--- src/rtl/stw_bist_sequencer_if.sv ---
// rtl/stw_bist_sequencer_if.sv - STW test handshake between the BIST sequencer and the systolic array
interface stw_bist_sequencer_if #(
  parameter int ROWS      = 4,
  parameter int COLS      = 4,
  parameter int WORD_SIZE = 16
);
  logic                   STW_test_load_en;
  logic [WORD_SIZE-1:0]   STW_mult_op1;
  logic [WORD_SIZE-1:0]   STW_mult_op2;
  logic [WORD_SIZE-1:0]   STW_add_op;
  logic [WORD_SIZE-1:0]   STW_expected;
  logic                   STW_start;
  logic                   STW_complete;
  logic [ROWS*COLS-1:0]   STW_result_mat;

  modport master (
    output STW_test_load_en, STW_mult_op1, STW_mult_op2, STW_add_op, STW_expected, STW_start,
    input  STW_complete, STW_result_mat
  );

  modport slave (
    input  STW_test_load_en, STW_mult_op1, STW_mult_op2, STW_add_op, STW_expected, STW_start,
    output STW_complete, STW_result_mat
  );
endinterface

--- src/rtl/stw_bist_sequencer.sv ---
// rtl/stw_bist_sequencer.sv - multi-pattern stop-the-world diagnosis sequencer building a PE fault map
module stw_bist_sequencer #(
  parameter int ROWS         = 4,
  parameter int COLS         = 4,
  parameter int WORD_SIZE    = 16,
  parameter int NUM_PATTERNS = 4,
  parameter int TIMEOUT      = 64,
  localparam int NPE = ROWS * COLS,
  localparam int NW  = $clog2(NUM_PATTERNS + 1),
  localparam int AW  = (NUM_PATTERNS > 1) ? $clog2(NUM_PATTERNS) : 1,
  localparam int CW  = $clog2(NPE + 1)
) (
  input  logic                 clk,
  input  logic                 rst,
  input  logic                 start,
  input  logic                 abort,
  input  logic [NW-1:0]        cfg_num_pat,
  input  logic                 pat_wr_en,
  input  logic [AW-1:0]        pat_wr_addr,
  input  logic [WORD_SIZE-1:0] pat_wr_op1,
  input  logic [WORD_SIZE-1:0] pat_wr_op2,
  input  logic [WORD_SIZE-1:0] pat_wr_add,
  stw_bist_sequencer_if.master stw,
  output logic                 busy,
  output logic                 done,
  output logic                 timeout,
  output logic [NPE-1:0]       fault_map,
  output logic [CW-1:0]        fault_count
);
  localparam int TW = (TIMEOUT > 2) ? $clog2(TIMEOUT) : 1;

  localparam logic [2:0] S_IDLE  = 3'd0;
  localparam logic [2:0] S_LOAD  = 3'd1;
  localparam logic [2:0] S_START = 3'd2;
  localparam logic [2:0] S_WAIT  = 3'd3;
  localparam logic [2:0] S_ACCUM = 3'd4;
  localparam logic [2:0] S_DONE  = 3'd5;

  logic [2:0]           state_q, state_d;
  logic [AW-1:0]        idx_q, idx_d;
  logic [NW-1:0]        num_q, num_d;
  logic [TW-1:0]        timer_q, timer_d;
  logic [NPE-1:0]       result_q, result_d;
  logic [NPE-1:0]       fault_map_q, fault_map_d;
  logic [CW-1:0]        fault_count_q, fault_count_d;
  logic                 timeout_q, timeout_d;

  logic [WORD_SIZE-1:0] mem_op1_q [NUM_PATTERNS];
  logic [WORD_SIZE-1:0] mem_op2_q [NUM_PATTERNS];
  logic [WORD_SIZE-1:0] mem_add_q [NUM_PATTERNS];

  logic                 mem_we;
  logic                 stw_active;
  logic [WORD_SIZE-1:0] rd_op1, rd_op2, rd_add, golden;
  logic [CW-1:0]        popcnt;

  // Memory is frozen while busy, so reading it live keeps the operands stable across START/WAIT.
  always_comb begin
    mem_we     = (state_q == S_IDLE) && pat_wr_en && (32'(pat_wr_addr) < 32'(NUM_PATTERNS));
    stw_active = (state_q == S_LOAD) || (state_q == S_START) || (state_q == S_WAIT);
    rd_op1     = mem_op1_q[idx_q];
    rd_op2     = mem_op2_q[idx_q];
    rd_add     = mem_add_q[idx_q];
    golden     = rd_op1 * rd_op2 + rd_add;
  end

  always_comb begin
    stw.STW_test_load_en = (state_q == S_LOAD);
    stw.STW_start        = (state_q == S_START);
    stw.STW_mult_op1     = stw_active ? rd_op1 : '0;
    stw.STW_mult_op2     = stw_active ? rd_op2 : '0;
    stw.STW_add_op       = stw_active ? rd_add : '0;
    stw.STW_expected     = stw_active ? golden : '0;
    busy                 = (state_q != S_IDLE);
    done                 = (state_q == S_DONE);
    timeout              = timeout_q;
    fault_map            = fault_map_q;
    fault_count          = fault_count_q;
  end

  always_comb begin
    state_d       = state_q;
    idx_d         = idx_q;
    num_d         = num_q;
    timer_d       = timer_q;
    result_d      = result_q;
    fault_map_d   = fault_map_q;
    fault_count_d = fault_count_q;
    timeout_d     = timeout_q;
    popcnt        = '0;

    case (state_q)
      S_IDLE: begin
        if (start && !abort) begin
          num_d         = (cfg_num_pat > NW'(NUM_PATTERNS)) ? NW'(NUM_PATTERNS) : cfg_num_pat;
          idx_d         = '0;
          fault_map_d   = '0;
          fault_count_d = '0;
          timeout_d     = 1'b0;
          state_d       = (num_d == '0) ? S_DONE : S_LOAD;
        end
      end
      S_LOAD:  state_d = S_START;
      S_START: begin
        timer_d = '0;
        state_d = S_WAIT;
      end
      S_WAIT: begin
        if (stw.STW_complete) begin
          result_d = stw.STW_result_mat;
          state_d  = S_ACCUM;
        end else if (timer_q == TW'(TIMEOUT - 1)) begin
          timeout_d   = 1'b1;
          fault_map_d = '1;
          state_d     = S_DONE;
        end else begin
          timer_d = timer_q + 1'b1;
        end
      end
      S_ACCUM: begin
        fault_map_d = fault_map_q | ~result_q;
        if ((NW'(idx_q) + NW'(1)) == num_q) begin
          state_d = S_DONE;
        end else begin
          idx_d   = idx_q + 1'b1;
          state_d = S_LOAD;
        end
      end
      S_DONE:  state_d = S_IDLE;
      default: state_d = S_IDLE;
    endcase

    // Abort freezes the results exactly as they stood; the count is never refreshed.
    if (abort && (state_q != S_IDLE)) begin
      state_d       = S_IDLE;
      fault_map_d   = fault_map_q;
      fault_count_d = fault_count_q;
      timeout_d     = timeout_q;
    end

    // The count is registered on entry to DONE so it is already valid during the done pulse.
    for (int i = 0; i < NPE; i++) begin
      popcnt = popcnt + CW'(fault_map_d[i]);
    end
    if (state_d == S_DONE) begin
      fault_count_d = popcnt;
    end
  end

  always_ff @(posedge clk or negedge rst) begin
    if (!rst) begin
      state_q       <= S_IDLE;
      idx_q         <= '0;
      num_q         <= '0;
      timer_q       <= '0;
      result_q      <= '0;
      fault_map_q   <= '0;
      fault_count_q <= '0;
      timeout_q     <= 1'b0;
    end else begin
      state_q       <= state_d;
      idx_q         <= idx_d;
      num_q         <= num_d;
      timer_q       <= timer_d;
      result_q      <= result_d;
      fault_map_q   <= fault_map_d;
      fault_count_q <= fault_count_d;
      timeout_q     <= timeout_d;
    end
  end

  always_ff @(posedge clk or negedge rst) begin
    if (!rst) begin
      for (int i = 0; i < NUM_PATTERNS; i++) begin
        mem_op1_q[i] <= '0;
        mem_op2_q[i] <= '0;
        mem_add_q[i] <= '0;
      end
    end else if (mem_we) begin
      mem_op1_q[pat_wr_addr] <= pat_wr_op1;
      mem_op2_q[pat_wr_addr] <= pat_wr_op2;
      mem_add_q[pat_wr_addr] <= pat_wr_add;
    end
  end
endmodule

--- src/flat_wrapper.sv ---
// flat-port wrapper written by rule: the top's interface ports become plain ports
module stw_bist_sequencer_flat 
#(
  parameter int ROWS         = 4,
  parameter int COLS         = 4,
  parameter int WORD_SIZE    = 16,
  parameter int NUM_PATTERNS = 4,
  parameter int TIMEOUT      = 64,
  localparam int NPE = ROWS * COLS,
  localparam int NW  = $clog2(NUM_PATTERNS + 1),
  localparam int AW  = (NUM_PATTERNS > 1) ? $clog2(NUM_PATTERNS) : 1,
  localparam int CW  = $clog2(NPE + 1)
)
  (clk, rst, start, abort, cfg_num_pat, pat_wr_en, pat_wr_addr, pat_wr_op1, pat_wr_op2, pat_wr_add, busy, done, timeout, fault_map, fault_count, stw_STW_test_load_en, stw_STW_mult_op1, stw_STW_mult_op2, stw_STW_add_op, stw_STW_expected, stw_STW_start, stw_STW_complete, stw_STW_result_mat);
  stw_bist_sequencer_if #(.ROWS(ROWS), .COLS(COLS), .WORD_SIZE(WORD_SIZE)) stw_i ();
  input  logic clk;
  input  logic rst;
  input  logic start;
  input  logic abort;
  input  logic [NW-1:0] cfg_num_pat;
  input  logic pat_wr_en;
  input  logic [AW-1:0] pat_wr_addr;
  input  logic [WORD_SIZE-1:0] pat_wr_op1;
  input  logic [WORD_SIZE-1:0] pat_wr_op2;
  input  logic [WORD_SIZE-1:0] pat_wr_add;
  output logic busy;
  output logic done;
  output logic timeout;
  output logic [NPE-1:0] fault_map;
  output logic [CW-1:0] fault_count;
  output wire logic [$bits(stw_i.STW_test_load_en)-1:0] stw_STW_test_load_en;
  output wire logic [$bits(stw_i.STW_mult_op1)-1:0] stw_STW_mult_op1;
  output wire logic [$bits(stw_i.STW_mult_op2)-1:0] stw_STW_mult_op2;
  output wire logic [$bits(stw_i.STW_add_op)-1:0] stw_STW_add_op;
  output wire logic [$bits(stw_i.STW_expected)-1:0] stw_STW_expected;
  output wire logic [$bits(stw_i.STW_start)-1:0] stw_STW_start;
  input wire logic [$bits(stw_i.STW_complete)-1:0] stw_STW_complete;
  input wire logic [$bits(stw_i.STW_result_mat)-1:0] stw_STW_result_mat;
  assign stw_STW_test_load_en = stw_i.STW_test_load_en;
  assign stw_STW_mult_op1 = stw_i.STW_mult_op1;
  assign stw_STW_mult_op2 = stw_i.STW_mult_op2;
  assign stw_STW_add_op = stw_i.STW_add_op;
  assign stw_STW_expected = stw_i.STW_expected;
  assign stw_STW_start = stw_i.STW_start;
  assign stw_i.STW_complete = stw_STW_complete;
  assign stw_i.STW_result_mat = stw_STW_result_mat;
  stw_bist_sequencer #(.ROWS(ROWS), .COLS(COLS), .WORD_SIZE(WORD_SIZE), .NUM_PATTERNS(NUM_PATTERNS), .TIMEOUT(TIMEOUT)) u_core (.clk(clk), .rst(rst), .start(start), .abort(abort), .cfg_num_pat(cfg_num_pat), .pat_wr_en(pat_wr_en), .pat_wr_addr(pat_wr_addr), .pat_wr_op1(pat_wr_op1), .pat_wr_op2(pat_wr_op2), .pat_wr_add(pat_wr_add), .stw(stw_i), .busy(busy), .done(done), .timeout(timeout), .fault_map(fault_map), .fault_count(fault_count));
endmodule
--- config.mk ---
export PLATFORM = sky130hd
export DESIGN_NAME = stw_bist_sequencer_flat
export DESIGN_NICKNAME = d
export VERILOG_FILES = /design/src/rtl/stw_bist_sequencer_if.sv /design/src/rtl/stw_bist_sequencer.sv /design/src/flat_wrapper.sv
export SDC_FILE = /design/constraint.sdc
export NUM_CORES = 1
export LEC_CHECK = 0
export ABC_AREA = 1
export CAP_MARGIN = 15
export CORE_UTILIZATION = 63
export DETAILED_ROUTE_END_ITERATION = 16
export PLACE_DENSITY = 0.94
export SLEW_MARGIN = 20
export SYNTH_ARGS = -nofsm -noshare
export SYNTH_HDL_FRONTEND = slang
export SYNTH_SLANG_ARGS = --single-unit
--- constraint.sdc ---
create_clock -name clk -period 12.96 [get_ports clk]
set_input_delay 2.592 -clock clk [delete_from_list [all_inputs] [get_ports clk]]
set_output_delay 2.592 -clock clk [all_outputs]
set_load 0.005 [all_outputs]
==> results.json, run 1 <==
{
  "avgSynthCellArea_um2": 8.39,
  "dr.pass1.iters": 6,
  "slew_headroom_pct": 31.4,
  "setup_viol": 0,
  "synthCells": 1972,
  "tightest_slew_ns": 1.03,
  "min_path_type": "register to register",
  "wl_per_cell_um": 18.8,
  "finalHoldViolCount": 0,
  "nets": 2333,
  "r2r-end": "u_core.fault_count[4]$_DFFE_PN0P_",
  "arrival_ns": 7.96,
  "die_w_um": 164,
  "holdPathEnd": "u_core.result_q[1]$_DFFE_PN0P_",
  "multi_input_area_mm2": 0.00856,
  "cts_tree": "built",
  "slowest_delay_ns": 0.95,
  "cts-root-buf": "clkbuf_16",
  "ios": 165,
  "hold_start": "u_core.result_q[1]$_DFFE_PN0P_",
  "seq_area_mm2": 0.00611,
  "fmax_ghz": 0.0948,
  "grt-ovfl-total": 0,
  "cts_setup_buffers": 0,
  "post-route-drc-count": 0,
  "final_common_cell": "nand2_1",
  "ant_nets": 0,
  "postCtsHoldBufs": 0,
  "drive_gt1_share_pct": 9.18,
  "synthArstFlopShare_pct": 100,
  "fillCellCount": 1661,
  "syn2layout_area_growth_pct": 15.2,
  "synth_edf_count": 0,
  "crit-reg2reg-launch": "u_core.timer_q[0]$_DFFE_PN0P_",
  "ys_seq_area_share_pct": 36.9,
  "yosysUniqueCellTypes": 48,
  "grt_pass1_vias": 14400,
  "fin_crit_ns": 10.55,
  "finalCritPeriodShare_pct": 81.4,
  "hpwl_mm": 31.8,
  "cts_resized": 0,
  "drt-total-wl_mm": 45.9,
  "antenna_found_initial": 2,
  "core_mm2": 0.0255,
  "synth_ff_type": "dfrtp_1",
  "cp_slowest_cell": "dfrtp_4",
  "rows": 58,
  "drt_iter0_markers": 1386,
  "clk_latency_ns": 0.54,
  "maxCapViolCount": 0,
  "clockBufferDepth": 3,
  "setup-tns-final_ns": 0,
  "htreeDepth": 1,
  "clock_sinks": 244,
  "status": "completed",
  "yosysWarnings": 0,
  "path_common_cell": "inv_1",
  "start_util_pct": 64.9,
  "viasPerCell": 5.86,
  "die-area_mm2": 0.0269,
  "worst_setup_path_start_kind": "register",
  "rsz0062_at_grt": "false",
  "grt_max_degree": 102,
  "grtUsageTotal_pct": 35.4,
  "layout_common_cells": "nand2_1, inv_1, dfrtp_1",
  "grt_pass1_wl_mm": 73.6,
  "numCtsBuffers": 25,
  "vias": 14300,
  "reg2reg_slack_ns": 6.93,
  "gp_congestion": 0.993,
  "hold_path_depth": 2,
  "die_y_um": 164,
  "cts.reportedPaths.clkPinSlew_ns": 0.07,
  "skew_ns": 0.0158,
  "worst-path-max-fanout": 74,
  "portBuffers": 164,
  "critical_path_class": "register to output pin",
  "synth_seq_cells": 244,
  "maxSlewViolCount": 0,
  "syn_nets": 2210,
  "synth_area_mm2": 0.0165,
  "cp.required_ns": 10.37,
  "end_kind": "output pin",
  "reg2regPathDepth": 21
}
## sequential cells by signal, indices dropped and copies added (netlist names)
register,cells
u_core.fault_count,5
u_core.fault_map,16
u_core.idx_q,2
u_core.mem_add_q,64
u_core.mem_op1_q,64
u_core.mem_op2_q,64
u_core.num_q,3
u_core.result_q,16
u_core.state_q,3
u_core.timeout,1
u_core.timer_q,6
## cells by family after synthesis
kind of cell | after synthesis | synth area share, %
AND/OR/NAND/NOR | 695 | 17.1
buffers and inverters | 455 | 11.5
AO/OA/AOI/OAI | 305 | 10.1
flip-flops | 244 | 36.9
adder cells (fa/ha/maj) | 163 | 17.1
multiplexers | 98 | 6.67
XOR/XNOR | 12 | 0.636
## per-layer routing
| layer | routed length, um | global-route usage (%) |
|---|---|---|
| met5 | 0 | 0 |
| met2 | 22200 | 58.9 |
| met1 | 17100 | 45.2 |
| met4 | 1670 | 13.7 |
| met3 | 4860 | 7.90 |
## area by class of cell
class	instances	share of cell area [%]
multi-input cells	1273	44.9
flip-flops and latches	244	32.1
repair buffers	175	9.07
inverters	376	7.43
clock buffers	37	3.73
well taps	330	2.17
clock inverters	8	0.578
diodes	2	0.0263
## cells in the mapped netlist (2+ instances only)
cell type  number  area share [%]
nor4_1          3            0.11
o22ai_1         7            0.26
nand2_2        15            0.57
nor2_2          4            0.15
xnor2_1         6            0.32
o21ai_1        10            0.30
xor2_1          6            0.32
nand3_2         4            0.24
dfrtp_1       244              37
buf_6          16             1.1
clkbuf_1       35            0.79
inv_1         360             8.2
o211ai_1        5            0.23
nor2_1        138             3.1
o21a_1          2           0.091
buf_8           2            0.18
ha_1           59             4.5
inv_2           8            0.18
nand3b_1        3            0.14
a21oi_1       101             3.1
nand2_1       440              10
buf_1           3           0.068
nand3_1        69             2.1
o21ai_0       148             4.5
a31oi_1         2           0.076
nor3_1         14            0.42
o2111ai_1       2            0.11
o211ai_2        2            0.15
fa_1          104              13
mux2_2         98             6.7
a22oi_1         9            0.41
buf_4           4            0.18
clkinv_1        7            0.16
a21o_1         10            0.45
buf_2          19            0.58
## worst max-delay path by stage
stage                                      from              endpoint  cells after the start
global placement    u_core.idx_q[0]$_DFFE_PN0P_  stw_STW_expected[15]                     24
global route        u_core.idx_q[0]$_DFFE_PN0P_  stw_STW_expected[13]                     28
CTS                 u_core.idx_q[0]$_DFFE_PN0P_  stw_STW_expected[13]                     27
detailed placement  u_core.idx_q[0]$_DFFE_PN0P_  stw_STW_expected[15]                     24
finish              u_core.idx_q[0]$_DFFE_PN0P_  stw_STW_expected[13]                     28
floorplan           u_core.idx_q[0]$_DFFE_PN0P_  stw_STW_expected[14]                     25
## metrics by stage
| stage | utilization (%) | hold WS [ns] | worst slack (ns) | cell area [um2] | cells |
|---|---|---|---|---|---|
| floorplan | - | 0.442 | 4.87 | 16500 | 1972 |
| global placement | 71.6 | 0.456 | 3.15 | 18200 | 2398 |
| detailed placement | 71.6 | 0.463 | 3.06 | 18200 | 2398 |
| CTS | 74.8 | 0.478 | 2.48 | 19000 | 2443 |
| global route | 74.8 | 0.512 | 1.94 | 19100 | 2444 |
| finish | 74.8 | 0.480 | 2.41 | 19100 | 2445 |
## worst max-delay path: cells and delay by family, from the launching register on
kind                       cells  cell delay [ns]
adders and majority gates      7             3.08
buffers and inverters          9             1.84
xor gates and xnor gates       1             0.15
AOI/OAI and AO/OA              3             0.41
DFF                            1             0.95
and+or+nand+nor                8             0.95
Power of run 1 is left out: the tool's default activity adds up to more than one toggle a clock period on the data nets, which glitch-free logic cannot reach.
==> run 2, diff against run 1 <==
--- a/config.mk
+++ b/config.mk
@@ -7,9 +7,9 @@
 export LEC_CHECK = 0
 export ABC_AREA = 1
 export CAP_MARGIN = 15
-export CORE_UTILIZATION = 63
+export CORE_UTILIZATION = 53
 export DETAILED_ROUTE_END_ITERATION = 16
-export PLACE_DENSITY = 0.94
+export PLACE_DENSITY = 0.85
 export SLEW_MARGIN = 20
 export SYNTH_ARGS = -nofsm -noshare
 export SYNTH_HDL_FRONTEND = slang
==> constraint.sdc (replaced) <==
create_clock -name clk -period 9.1 [get_ports clk]
set_input_delay 1.82 -clock clk [delete_from_list [all_inputs] [get_ports clk]]
set_output_delay 1.82 -clock clk [all_outputs]
set_load 0.005 [all_outputs]
==> run 2 against run 1 <==
Non-clock buffer count increased by 13; via count decreased by 2.6%; final area increased by 1.3%; sequential share of layout area fell by 0.40 points; critical path depth shrank 5; clock-buffer cell count decreased by 2; highest routed layer is now met5.
==> results.json, run 2 (synthesis results as in run 1) <==
{
  "die-area_mm2": 0.0319,
  "gp_congestion": 0.989,
  "dr.pass1.iters": 5,
  "ios": 165,
  "critical_path_class": "register to output pin",
  "postCtsHoldBufs": 0,
  "clk_latency_ns": 0.54,
  "slew_headroom_pct": 29.6,
  "maxCapViolCount": 0,
  "drive_gt1_share_pct": 10.1,
  "biggestRegsByFlops": "u_core.mem_add_q x64, u_core.mem_op1_q x64, u_core.mem_op2_q x64",
  "drt-total-wl_mm": 45.4,
  "cp_cell_sequence": "buf_16 -> o211ai_2 -> nand2_1 -> inv_1 -> nor2_1 -> fa_1 -> inv_1 -> fa_1 -> fa_1 -> inv_1 -> fa_1 -> inv_1 -> fa_1 -> fa_1 -> inv_1 -> ha_1 -> a21oi_1 -> o21a_1 -> o211ai_1 -> nand3_1 -> nand2_1 -> nor2_1 -> clkdlybuf4s50_1",
  "min_path_type": "register to register",
  "dr_wl_met2_mm": 21.1,
  "drt-met1-wl_mm": 18.5,
  "post-route-drc-count": 0,
  "clockBufferDepth": 3,
  "grt_pass1_wl_mm": 71.8,
  "worst-path-max-fanout": 26,
  "dp_worst_setup_slack_ns": 0.660,
  "cts_tree": "built",
  "numCtsBuffers": 25,
  "crit-reg2reg-launch": "u_core.timer_q[0]$_DFFE_PN0P_",
  "start_util_pct": 53.9,
  "status": "completed",
  "hpwl_mm": 32.4,
  "holdPathEnd": "u_core.result_q[3]$_DFFE_PN0P_",
  "wl_met3_mm": 4.65,
  "fmax_ghz": 0.114,
  "crit_cells": 23,
  "grtUsageTotal_pct": 29.0,
  "clock_sinks": 244,
  "end_kind": "output pin",
  "setup_viol": 0,
  "top_layer": "met5",
  "vias": 14000,
  "die_y_um": 179,
  "setup-tns-final_ns": 0,
  "nets": 2346,
  "viasPerCell": 5.53,
  "cts-root-buf": "clkbuf_16",
  "wl_per_cell_um": 18.0,
  "hold_start": "u_core.result_q[3]$_DFFE_PN0P_",
  "die_w_um": 179,
  "layout_common_cells": "nand2_1, inv_1, dfrtp_1",
  "path_common_cell": "fa_1",
  "ant_nets": 0,
  "drt_iter0_markers": 1175,
  "final_common_cell": "nand2_1",
  "grt_max_degree": 116,
  "fin_ws_ns": 0.351,
  "slowest_delay_ns": 0.59,
  "arrival_ns": 6.93,
  "reg2regPathDepth": 21,
  "grt_pass1_vias": 13900,
  "grt-ovfl-total": 0,
  "maxSlewViolCount": 0,
  "reg2reg_slack_ns": 3.11,
  "antenna_found_initial": 2,
  "skew_ns": 0.0224,
  "rsz0062_at_grt": "false",
  "cp.required_ns": 7.28,
  "r2r-end": "u_core.fault_count[4]$_DFFE_PN0P_",
  "rows": 64,
  "cts.reportedPaths.clkPinSlew_ns": 0.06,
  "finalHoldViolCount": 0,
  "critPathTopFamily": "adder cells",
  "htreeDepth": 1,
  "worst_setup_path_start_kind": "register",
  "finalCritPeriodShare_pct": 96.1,
  "fin_crit_ns": 8.75,
  "syn2layout_area_growth_pct": 16.7,
  "portBuffers": 164,
  "tightest_slew_ns": 1.06,
  "cp_slowest_cell": "dfrtp_4",
  "hold_path_depth": 2,
  "crit_buf_inv": 7,
  "core_mm2": 0.0307
}
==> run 2: tightest hold or removal path: cells and delay by family, from the launching register on <==
kind             cells  cell delay [ns]
flip-flops           1             0.34
AND/OR/NAND/NOR      2             0.11
==> run 2: repair_timing <==
action | 4_1_cts | 5_1_grt
setup buffers | 0 | 5
setup endpoints to repair | 0 | 6
resized for setup | 0 | 9
==> run 2: per-stage QoR <==
stage          utilization [%]  cell area, um2  hold WS [ns]  cells
2_1_floorplan                -           16500         0.442   1972
3_3_place_gp              59.9           18400         0.455   2472
3_5_place_dp              59.9           18400         0.462   2472
4_1_cts                   62.6           19200         0.477   2518
5_1_grt                   62.9           19300         0.499   2523
6_report                  62.9           19300         0.475   2524
==> run 2: final cells by class <==
| type | count | area, um2 |
|---|---|---|
| Fill cell | 2473 | 11400 |
| Multi-Input combinational cell | 1273 | 8560 |
| Sequential cell | 244 | 6110 |
| Timing Repair Buffer | 188 | 1860 |
| Inverter | 376 | 1430 |
| Clock buffer | 35 | 733 |
| Tap cell | 396 | 495 |
| Clock inverter | 11 | 100 |
| Antenna cell | 1 | 2.50 |
==> run 2: how the worst max path moves through the flow <==
stage                                      from              endpoint  slack, ns
global placement    u_core.idx_q[0]$_DFFE_PN0P_  stw_STW_expected[14]       0.70
finish              u_core.idx_q[0]$_DFFE_PN0P_  stw_STW_expected[15]       0.35
CTS                 u_core.idx_q[0]$_DFFE_PN0P_  stw_STW_expected[15]       0.08
floorplan           u_core.idx_q[0]$_DFFE_PN0P_  stw_STW_expected[14]       1.79
detailed placement  u_core.idx_q[0]$_DFFE_PN0P_  stw_STW_expected[13]       0.66
global route        u_core.idx_q[0]$_DFFE_PN0P_  stw_STW_expected[12]       0.02
==> run 2: layer usage <==
layer  global-route usage, %  vias to the layer above
met5                       0                        -
met2                    46.2                      691
met1                    38.7                     6774
li1                        -                     6404
met4                    9.64                        2
met3                    7.31                       91
Power of run 2 is left out for the same reason.
==> run 3, diff against run 2 <==
--- a/config.mk
+++ b/config.mk
@@ -9,6 +9,7 @@
 export CAP_MARGIN = 15
 export CORE_UTILIZATION = 53
 export DETAILED_ROUTE_END_ITERATION = 16
+export MAX_ROUTING_LAYER = met4
 export PLACE_DENSITY = 0.85
 export SLEW_MARGIN = 20
 export SYNTH_ARGS = -nofsm -noshare
==> run 3 against run 2 <==
Non-clock buffer count fell by 1; clock-buffer cell count fell by 5; hold slack improved by 0.0030 ns; register-to-register slack improved by 0.02 ns; die area did not move; via count fell by 0.44%; critical path type unchanged; largest cell class unchanged; highest routed layer is now met4.
==> results.json, run 3 (synthesis results as in run 1) <==
{
  "status": "completed",
  "grt_pass1_wl_mm": 72.3,
  "layout_common_cells": "nand2_1, inv_1, dfrtp_1",
  "final_common_cell": "nand2_1",
  "fmax_ghz": 0.114,
  "path_common_cell": "fa_1",
  "ios": 165,
  "fillCellCount": 2444,
  "clk_latency_ns": 0.53,
  "finalCritPeriodShare_pct": 96.2,
  "grt_max_degree": 101,
  "tightest_slew_ns": 1.04,
  "die_y_um": 179,
  "drive_gt1_share_pct": 10.2,
  "syn2layout_area_growth_pct": 17.1,
  "maxSlewViolCount": 0,
  "core_mm2": 0.0307,
  "rows": 64,
  "slowest_delay_ns": 0.56,
  "biggestRegsByFlops": "u_core.mem_add_q x64, u_core.mem_op1_q x64, u_core.mem_op2_q x64",
  "hpwl_mm": 32.3,
  "clockBufferDepth": 3,
  "cts-root-buf": "clkbuf_16",
  "vias": 13900,
  "drt-total-wl_mm": 45.1,
  "cp_cell_sequence": "buf_4 -> nand2_1 -> nand3_1 -> nand2_2 -> inv_1 -> nand2_1 -> fa_1 -> fa_1 -> inv_1 -> fa_1 -> fa_1 -> fa_1 -> inv_1 -> fa_1 -> inv_1 -> ha_1 -> nand2_1 -> nor2_1 -> nand3_1 -> o2111ai_1 -> o21ai_0 -> a21oi_1 -> clkdlybuf4s50_1",
  "post-route-drc-count": 0,
  "arrival_ns": 6.94,
  "start_util_pct": 53.9,
  "htreeDepth": 1,
  "nets": 2345,
  "critical_path_class": "register to output pin",
  "multi_input_area_mm2": 0.00856,
  "clock_sinks": 244,
  "die-area_mm2": 0.0319,
  "cp.required_ns": 7.28,
  "cp_slowest_cell": "dfrtp_4",
  "drt_iter0_markers": 1181,
  "crit_buf_inv": 6,
  "seq_area_mm2": 0.00611,
  "antenna_found_initial": 2,
  "min_path_type": "register to register",
  "worst-path-max-fanout": 10,
  "die_w_um": 179,
  "critPathTopFamily": "adder cells",
  "wl_per_cell_um": 17.9,
  "viasPerCell": 5.51,
  "portBuffers": 164,
  "fin_crit_ns": 8.76,
  "gp_congestion": 1.03,
  "setup_viol": 0,
  "grt-ovfl-total": 0,
  "worst_setup_path_start_kind": "register",
  "end_kind": "output pin",
  "ant_nets": 0,
  "dr.pass1.iters": 5,
  "grtUsageTotal_pct": 30.0,
  "fin_util_pct": 63.1,
  "slew_headroom_pct": 30.3,
  "cts.reportedPaths.clkPinSlew_ns": 0.07,
  "cts_tree": "built",
  "postCtsHoldBufs": 0,
  "numCtsBuffers": 25,
  "fin_hold_ws_ns": 0.478,
  "maxCapViolCount": 0,
  "finalHoldViolCount": 0,
  "skew_ns": 0.0156,
  "grt_pass1_vias": 14000
}
run 3: cell types whose count changed in the layout (fill, tap and decap cells not counted):
cell	before	now
buf_16	1	0
buf_4	20	19
buf_8	1	3
bufinv_16	1	5
clkbuf_1	3	0
clkbuf_8	8	5
clkinv_1	6	5
clkinv_8	1	0
clkinvlp_4	3	6
diode_2	1	3
inv_16	0	1
inv_6	2	0
run 3: tightest hold or removal path, cell delays in order, from the launching register on:
cell	delay [ns]
dfrtp_1	0.35
nand2_1	0.05
nand2_1	0.05
run 3: repair_timing:
action,4_1_cts,5_1_grt
gates resized for setup,0,12
buffers inserted,0,4
setup endpoints to repair,0,5
run 3: layer usage:
layer  global-route usage [%]  wire length [um]
met1                     38.0             18600
met2                     48.7             21300
met3                     5.99              3970
met4                     8.83              1280
met5                        -                 0
run 3: cell type report:
cell class	count	share of cell area, %
clock inverters	15	1.12
clock buffers	30	3.59
multi-input cells	1273	44.2
repair buffers	187	9.51
well taps	396	2.56
flip-flops and latches	244	31.6
inverters	376	7.44
diodes	3	0.0388
run 3: final timing paths:
| path | startpoint | slack, ns | end | cells past startpoint |
|---|---|---|---|---|
| min in group asynchronous | rst | 1.31 | u_core.result_q[0]$_DFFE_PN0P_ | 1 |
| min | u_core.result_q[13]$_DFFE_PN0P_ | 0.48 | u_core.result_q[13]$_DFFE_PN0P_ | 2 |
| max | u_core.idx_q[0]$_DFFE_PN0P_ | 0.34 | stw_STW_expected[14] | 23 |
| max reg2reg | u_core.state_q[2]$_DFF_PN0_ | 3.13 | u_core.fault_count[4]$_DFFE_PN0P_ | 18 |
| max in group asynchronous | rst | 6.49 | u_core.mem_add_q[6]$_DFFE_PN0P_ | 2 |
| min reg2reg | u_core.result_q[13]$_DFFE_PN0P_ | 0.48 | u_core.result_q[13]$_DFFE_PN0P_ | 2 |
run 3: per-stage QoR:
step	instance area [um2]	std cells	setup TNS (ns)	worst slack (ns)
global route	19400	2523	-0.00769	-0.00769
global placement	18400	2472	0	0.742
CTS	19300	2517	0	0.111
detailed placement	18400	2472	0	0.678
floorplan	16500	1972	0	1.79
finish	19400	2524	0	0.343
Power of run 3 is left out for the same reason.
